--- config.mk ---
export PLATFORM = sky130hd
export DESIGN_NAME = wordle_guess_scorer
export DESIGN_NICKNAME = d
export VERILOG_FILES = /design/src/rtl/wordle_pkg.sv /design/src/rtl/wordle_guess_scorer.sv
export SDC_FILE = /design/constraint.sdc
export NUM_CORES = 1
export LEC_CHECK = 0
export BUFFER_PORTS_ARGS = -buffer_cell sky130_fd_sc_hd__buf_2
export CAP_MARGIN = 0
export CORE_MARGIN = 4
export CORE_UTILIZATION = 51
export DETAILED_ROUTE_END_ITERATION = 6
export GPL_TIMING_DRIVEN = 0
export PLACE_DENSITY = 0.85
export REMOVE_ABC_BUFFERS = 1
export SKIP_CTS_REPAIR_TIMING = 1
export SLEW_MARGIN = 20
export SYNTH_ARGS = -nofsm -noshare
export SYNTH_HDL_FRONTEND = slang
export SYNTH_SLANG_ARGS = --single-unit
--- constraint.sdc ---
create_clock -name board_clk -period 3.6 [get_ports board_clk]
set_input_delay 0.36 -clock board_clk [delete_from_list [all_inputs] [get_ports board_clk]]
set_output_delay 0.36 -clock board_clk [all_outputs]
set_load 0.02 [all_outputs]
--- src/rtl/wordle_pkg.sv ---
// Shared encodings for the Wordle board: letter/colour codes and scorer FSM states.
// The VGA tile renderer imports the same colour codes so both sides decode identically.
package wordle_pkg;

  localparam int N_LETTERS = 5;
  localparam int LETTER_W  = 8;
  localparam int ROW_W     = 3;

  localparam logic [LETTER_W-1:0] BLANK = 8'h00;

  typedef logic [1:0] colour_t;
  localparam colour_t COL_NONE = 2'b00;
  localparam colour_t COL_GRAY = 2'b01;
  localparam colour_t COL_YEL  = 2'b10;
  localparam colour_t COL_GRN  = 2'b11;

  typedef enum logic [2:0] {
    S_IDLE   = 3'd0,
    S_LATCH  = 3'd1,
    S_GREEN  = 3'd2,
    S_YELLOW = 3'd3,
    S_WRITE  = 3'd4,
    S_DONE   = 3'd5
  } state_t;

endpackage

--- src/rtl/wordle_guess_scorer.sv ---
// Scores one 5-letter guess against the secret with Wordle duplicate rules and
// writes the letters and colours of the scored row into the board memory.
//
// state  | meaning
// IDLE   | waiting for start
// LATCH  | capture guess/secret/row, clear colours and used flags
// GREEN  | column i exact-match check, one column per cycle
// YELLOW | guess col i vs secret col j, one pair per cycle, fixed N*N length
// WRITE  | board write of column i, one column per cycle
// DONE   | one-cycle done pulse, score/win valid
module wordle_guess_scorer
  import wordle_pkg::*;
(
  input  logic                            board_clk,
  input  logic                            reset,
  input  logic                            start,
  input  logic [N_LETTERS*LETTER_W-1:0]   guess,
  input  logic [N_LETTERS*LETTER_W-1:0]   secret,
  input  logic [ROW_W-1:0]                row,
  output logic                            busy,
  output logic                            done,
  output logic                            win,
  output logic [2*N_LETTERS-1:0]          score,
  output logic                            wr_en,
  output logic [ROW_W-1:0]                wr_row,
  output logic [2:0]                      wr_col,
  output logic [LETTER_W-1:0]             wr_letter,
  output logic [1:0]                      wr_color
);

  localparam logic [2:0] LAST = 3'(N_LETTERS - 1);

  state_t                state, state_nxt;
  logic [2:0]            idx_i, idx_j;
  logic [LETTER_W-1:0]   g_q [N_LETTERS];
  logic [LETTER_W-1:0]   s_q [N_LETTERS];
  logic [ROW_W-1:0]      row_q;
  colour_t               colour [N_LETTERS];
  logic [N_LETTERS-1:0]  used;
  logic [2*N_LETTERS-1:0] score_pack;
  logic                  all_green;

  always_ff @(posedge board_clk or posedge reset) begin
    if (reset) state <= S_IDLE;
    else       state <= state_nxt;
  end

  always_comb begin
    state_nxt = state;
    busy      = 1'b0;
    done      = 1'b0;
    wr_en     = 1'b0;
    wr_row    = '0;
    wr_col    = '0;
    wr_letter = '0;
    wr_color  = COL_NONE;
    case (state)
      S_IDLE:   if (start) state_nxt = S_LATCH;
      S_LATCH:  state_nxt = S_GREEN;
      S_GREEN:  if (idx_i == LAST) state_nxt = S_YELLOW;
      S_YELLOW: if (idx_i == LAST && idx_j == LAST) state_nxt = S_WRITE;
      S_WRITE:  if (idx_i == LAST) state_nxt = S_DONE;
      S_DONE:   state_nxt = S_IDLE;
      default:  state_nxt = S_IDLE;
    endcase
    if (state != S_IDLE) busy = 1'b1;
    if (state == S_DONE) done = 1'b1;
    if (state == S_WRITE) begin
      wr_en     = 1'b1;
      wr_row    = row_q;
      wr_col    = idx_i;
      wr_letter = g_q[idx_i];
      wr_color  = colour[idx_i];
    end
  end

  always_comb begin
    score_pack = '0;
    all_green  = 1'b1;
    for (int k = 0; k < N_LETTERS; k++) begin
      score_pack[2*(N_LETTERS-1-k) +: 2] = colour[k];
      if (colour[k] != COL_GRN) all_green = 1'b0;
    end
  end

  always_ff @(posedge board_clk or posedge reset) begin
    if (reset) begin
      idx_i <= '0;
      idx_j <= '0;
      row_q <= '0;
      used  <= '0;
      score <= '0;
      win   <= 1'b0;
      for (int k = 0; k < N_LETTERS; k++) begin
        g_q[k]    <= '0;
        s_q[k]    <= '0;
        colour[k] <= COL_NONE;
      end
    end else begin
      case (state)
        S_LATCH: begin
          idx_i <= '0;
          idx_j <= '0;
          row_q <= row;
          used  <= '0;
          for (int k = 0; k < N_LETTERS; k++) begin
            g_q[k]    <= guess[LETTER_W*(N_LETTERS-1-k) +: LETTER_W];
            s_q[k]    <= secret[LETTER_W*(N_LETTERS-1-k) +: LETTER_W];
            colour[k] <= COL_NONE;
          end
        end
        S_GREEN: begin
          if (g_q[idx_i] == s_q[idx_i] && g_q[idx_i] != BLANK) begin
            colour[idx_i] <= COL_GRN;
            used[idx_i]   <= 1'b1;
          end
          idx_i <= (idx_i == LAST) ? 3'd0 : idx_i + 3'd1;
        end
        S_YELLOW: begin
          // An earlier yellow match for this column blocks later j, so the lowest j wins.
          if (colour[idx_i] == COL_NONE) begin
            if (g_q[idx_i] == s_q[idx_j] && !used[idx_j] && g_q[idx_i] != BLANK) begin
              colour[idx_i] <= COL_YEL;
              used[idx_j]   <= 1'b1;
            end else if (idx_j == LAST) begin
              colour[idx_i] <= COL_GRAY;
            end
          end
          if (idx_j == LAST) begin
            idx_j <= '0;
            idx_i <= (idx_i == LAST) ? 3'd0 : idx_i + 3'd1;
          end else begin
            idx_j <= idx_j + 3'd1;
          end
        end
        S_WRITE: begin
          idx_i <= (idx_i == LAST) ? 3'd0 : idx_i + 3'd1;
          if (idx_i == LAST) begin
            score <= score_pack;
            win   <= all_green;
          end
        end
        default: ;
      endcase
    end
  end

endmodule

==> results.yml, run 1 <==
sta:
  worst_slew_pin_slew_ps: 915
  slew_headroom_pct: 39.0
  grt_setup_unrepaired: "false"
  fin_crit_ps: 3480
  setup-violations-final: 0
  slew_viol_final: 0
  skew_ps: 7.22
  hold_viol: 0
  tns_ps: 0
  finalCritPeriodShare_pct: 96.6
  timing.fmax_ghz: 0.288
  setup_ws_ps: 124
global_routing:
  grt_start_max_net_pins: 73
  grt_use_total_pct: 23.9
  grt_pass1_vias: 5605
  grt_pass1_wl_mm: 27.4
  grt-ovfl-total: 0
  antenna_found_initial: 0
setup_path:
  cp.required_ps: 3880
  r2r_cells: 9
  start_kind: "register"
  worstPathArrival_ps: 3760
  critPathMaxFanout: 25
  r2r_start: "idx_i[2]"
  criticalPathCategory: "reg2reg"
  rrSetupSlack_ps: 120
  r2r_end: "colour[6]"
  crit_path_end_kind: "register"
yosys:
  ys.flop_type: "dfrtp_1"
  synth_edf_count: 0
  synth_area_um2: 6570
  synth_area_leaders: "dfrtp_1, nand2_1, mux2i_1"
  postSynthCellCount: 768
  yosys.cell_types.count: 67
  synth_warnings: 0
  yosys.area.top_type: "dfrtp_1"
  avgSynthCellArea_um2: 8.55
  yosysSeqAreaShare_pct: 45.0
  synth_top_area_share_pct: 45.0
  async_reset_ff_share_pct: 100
  synth_common_cells: "nand2_1, dfrtp_1, mux2i_1, nor2_1, o21ai_0"
  synth_seq_cells: 118
  synth.most_common_cell: "nand2_1"
power:
  intPower_mw: 3.92
  power_switching_mw: 2.57
  ir_drop_uv: 431
  power_mw: 6.49
  pwr-share-clk_pct: 24.2
  p_leak_nw: 3.80
  p_seq_share_pct: 34.4
  power_frac_comb_pct: 41.3
  sw_frac_of_total_pct: 39.6
  pwr_density_cell_nw_per_um2: 830
hold_path:
  worstHoldStart: "secret[28]"
  min_to: "s_q[28]"
  holdPathStages: 3
  min_path_type: "in2reg"
clock_tree:
  clock_latency_ps: 420
  h-tree-depth: 4
  clkSlewWorstSetupHoldPaths_ps: 50
  cts_root_buffer: "clkbuf_16"
  clock_path_buffers: 2
  cts_sinks: 118
  cts_tree: "yes"
  cts_inserted_buffers: 17
detailed_routing:
  vias: 5867
  drt-total-wl_mm: 16.9
  drtIter0Drc: 585
  ant_nets: 0
  drc: 0
  first_pass_iters: 6
  wl_per_cell_um: 16.2
  via_per_inst: 5.64
floorplan:
  core_area_um2: 12600
  pin_count: 116
  die_w_um: 121
  die_area_um2: 14800
  die_h_um: 121
  start_util_pct: 52.0
  rows: 41
final_layout:
  fin_area_um2: 7830
  final_layout_size_suffix_gt1_share_pct: 21.7
  syn_to_final_growth_pct: 19.1
  diodes: 0
  seqCellArea_um2: 2960
  fin_nets: 949
  fill_cells: 1083
  multi_input_area_um2: 3310
placement:
  place_area_um2: 7260
  dp_slack_ps: -92.2
  dp_hpwl_mm: 11.7
  place_congestion: 0.952
  io_buffer_count: 115
run_status:
  status: "finished, final reports clean"
job:
  drv_cap: 0
## layout by cell type (no fill, tap or decap), types with 4 or more instances in the layout
cell       synthesis  layout
nand3b_1           7       7
nor3_1             9       9
o22ai_1           15      15
o21a_1             7       7
a21o_1             7       7
ha_1               4       4
nor2b_1            6       6
dfrtp_1          118     114
a22oi_1            6       6
clkbuf_16          0      17
mux2_2            15      15
o21ai_1            7       7
nand2b_1           7       7
a21oi_1           17      17
nand3_1           17      17
buf_2              5     115
nand4_1            5       5
and2_1             5       5
inv_1             12      11
xor2_1             4       4
xnor2_1           11      11
mux2i_1           36      36
nor2_1            34      33
o21ai_0           31      31
nand2_1          277     277
clkbuf_8           0       5
## metal layers
layer	track usage, %	up-vias	wire [um]	share of wire, %
li1	-	2794	-	-
met1	31.3	2762	7010	41
met2	37.8	266	8060	48
met3	5.69	45	1320	7.8
met4	10.4	0	513	3.0
met5	0	-	0	0
## worst max-delay path, stage by stage (launching register included)
cell	delay, ps
dfrtp_2	660
inv_2	310
nor3_4	480
a221o_1	320
xor2_1	210
nand3_1	90
nor4_1	540
nor2_2	230
a221oi_1	360
o22ai_1	130
## how the worst max path moves through the flow
stage | slack (ps) | cells past startpoint | endpoint | startpoint
after floorplan | -30 | 4 | g_q[0] | state[0]
after global placement | -1670 | 4 | s_q[2] | state[0]
after detailed placement | -90 | 9 | colour[6] | idx_i[2]
after CTS | -130 | 9 | colour[3] | idx_i[2]
after global routing | 4 | 9 | colour[6] | idx_i[2]
final | 120 | 9 | colour[6] | idx_i[2]
## power groups by stage
stage	logic [mW]	registers, mW	clock network [mW]
after CTS	2.66	2.22	1.60
after detailed placement	2.62	2.23	0
final	2.68	2.24	1.57
after floorplan	1.95	2.15	0
after global routing	2.95	2.30	1.66
after global placement	2.40	2.30	0
## cell families (layout without fill, tap and decap cells)
logic type,Yosys count,in the layout,share of synthesized area (%)
flops,118,118,45.0
compound gates,125,125,13.1
fa+ha+maj,4,4,0.762
simple gates,385,385,24.7
mux,57,57,9.72
buf+inv,64,165,4.74
xor+xnor,15,15,2.00
## metrics by stage
step | util, % | std cells | hold slack, ps
floorplan | - | 718 | 437
global placement | 56.3 | 1005 | 450
detailed placement | 57.5 | 1011 | 420
CTS | 61.9 | 1040 | -30.6
global route | 62.0 | 1041 | 121
finish | 62.0 | 1041 | 125
## registers in the layout, indices dropped and copies added, names as in the netlist
register,flops
g_q,40
win,1
row_q,3
idx_j,3
score,10
s_q,40
state,3
idx_i,3
colour,10
used,5
## final cells by class
type,count,area share (%)
Tap cell,172,2.75
Inverter,14,0.736
Sequential cell,118,37.8
Timing Repair Buffer,122,9.31
Clock inverter,4,0.576
Multi-Input combinational cell,586,42.3
Clock buffer,25,6.46
(Power assumes the default switching activity.)
==> inputs of run 2 (changes only) <==
CORE_UTILIZATION = 53   (was 51)
CTS_BUF_LIST = sky130_fd_sc_hd__clkbuf_4 sky130_fd_sc_hd__clkbuf_8   (was not set)
PLACE_DENSITY = 0.87   (was 0.85)
TNS_END_PERCENT = 20   (was not set)
==> results.yml, run 2 (synthesized netlist as in run 1, its figures left out) <==
sta:
  slew_headroom_pct: 38.1
  timing.fmax_ghz: 0.287
  slew_viol_final: 0
  hold_viol: 0
  grt_setup_unrepaired: "false"
  skew_ps: 10.1
  fin_crit_ps: 3490
  finalCritPeriodShare_pct: 96.8
  worst_slew_pin_slew_ps: 929
  setup-violations-final: 0
floorplan:
  die_w_um: 119
  die_area_um2: 14200
  die_h_um: 119
  core_area_um2: 12100
  pin_count: 116
  start_util_pct: 54.5
  rows: 40
global_routing:
  grt_start_max_net_pins: 64
  grt_pass1_vias: 5717
  grt-ovfl-total: 0
  grt_use_total_pct: 24.2
  use_met2_pct: 36.8
  antenna_found_initial: 0
  use_met1_pct: 33.0
  grt_pass1_wl_mm: 27.6
  grt.busiest_layer: "met2"
  gr-usage-met3_pct: 5.60
final_layout:
  syn_to_final_growth_pct: 16.7
  stdcell_count: 1040
  reg_top3: "g_q: 40 flops, s_q: 40 flops"
  final_layout_size_suffix_gt1_share_pct: 22.7
  final_util_pct: 63.6
  fin_nets: 949
  fill_cells: 1009
  mostFrequentLayoutCells: "nand2_1, buf_2, dfrtp_1"
  diodes: 0
  layout.cells.most_common: "nand2_1"
setup_path:
  cp.required_ps: 3930
  critPathMaxFanout: 25
  cpPeakStageDelay_ps: 650
  cp_top_family: "compound AO/OA/AOI/OAI gates"
  worstPathArrival_ps: 3820
  crit_path_end_kind: "register"
  critPathSlowestCell: "dfrtp_2"
  crit_path_cell_trace: "inv_2 > nor3_4 > a221o_1 > xnor2_1 > a2111oi_0 > nand4b_1 > a21o_1 > a21o_4 > a21o_1"
  r2r_start: "idx_i[2]"
  cpMostUsedCell: "a21o_1"
  r2r_end: "colour[9]"
  cp.depth: 9
  criticalPathCategory: "reg2reg"
  start_kind: "register"
  rrSetupSlack_ps: 110
  worst-path-buf-inv: 1
  r2r_cells: 9
detailed_routing:
  via_per_inst: 5.60
  vias: 5828
  wl_per_cell_um: 16.0
  drc: 0
  first_pass_iters: 5
  drtIter0Drc: 597
  drt-total-wl_mm: 16.7
  ant_nets: 0
clock_tree:
  clock_path_buffers: 2
  cts_sinks: 118
  cts_inserted_buffers: 17
  h-tree-depth: 4
  clkSlewWorstSetupHoldPaths_ps: 70
  clock_latency_ps: 450
  cts_root_buffer: "clkbuf_8"
  cts_tree: "yes"
power:
  ir_drop_uv: 468
  pwr-share-clk_pct: 18.9
  sw_frac_of_total_pct: 42.6
  pwr_density_cell_nw_per_um2: 792
  p_seq_share_pct: 36.3
  intPower_mw: 3.49
  p_leak_nw: 3.72
  power_switching_mw: 2.59
  power_mw: 6.07
  power_frac_comb_pct: 44.8
hold_path:
  worstHoldStart: "guess[34]"
  min_to: "g_q[34]"
  min_path_type: "in2reg"
  holdPathStages: 3
job:
  drv_cap: 0
placement:
  io_buffer_count: 115
  place_congestion: 0.893
  place_inst: 1007
  dp_hpwl_mm: 11.8
run_status:
  status: "finished, final reports clean"
-- run 2: final cells by class --
class                   instances  area (um^2)  share of cell area [%]
multi-input cells             586         3330                    43.4
flip-flops and latches        118         2960                    38.6
repair buffers                122          736                    9.60
clock buffers                  20          275                    3.59
well taps                     168          210                    2.74
clock inverters                12          103                    1.34
inverters                      14         57.6                   0.751
-- run 2: worst max path at each step --
stage	slack (ps)	endpoint	startpoint
after detailed placement	-60	colour[9]	idx_i[2]
final	110	colour[9]	idx_i[2]
after CTS	-80	colour[9]	idx_i[2]
after floorplan	-30	g_q[0]	state[0]
after global placement	-1500	s_q[18]	state[0]
after global routing	5	colour[1]	idx_i[2]
-- run 2: worst reg2reg max path: stages (launching register included) --
cell and delay (ps):
dfrtp_2 650, inv_2 320, nor3_4 540, a221o_1 340
xnor2_1 110, a2111oi_0 330, nand4b_1 260, a21o_1 370
a21o_4 270, a21o_1 180
-- run 2: power by group through the flow --
| stage | sequential (mW) | clock, mW | combinational (mW) |
|---|---|---|---|
| finish | 2.20 | 1.15 | 2.72 |
| global route | 2.27 | 1.22 | 2.98 |
| CTS | 2.19 | 1.16 | 2.66 |
| detailed placement | 2.21 | 0 | 2.65 |
| global placement | 2.30 | 0 | 2.41 |
| floorplan | 2.15 | 0 | 1.95 |
-- run 2: routing by layer --
layer	share of wire (%)	vias to the layer above
met5	0	-
met4	3.1	0
met3	7.9	45
met2	47	264
met1	42	2730
li1	-	2789
-- run 2: through the flow --
stage	area [um^2]	hold WS, ps	worst slack, ps	setup TNS [ps]
floorplan	6310	437	-30.2	-2500
global placement	7090	451	-1500	-249970
detailed placement	7260	445	-60.8	-352
CTS	7640	-44.3	-80.0	-496
global route	7670	73.1	5.36	0
finish	7670	96.9	115	0
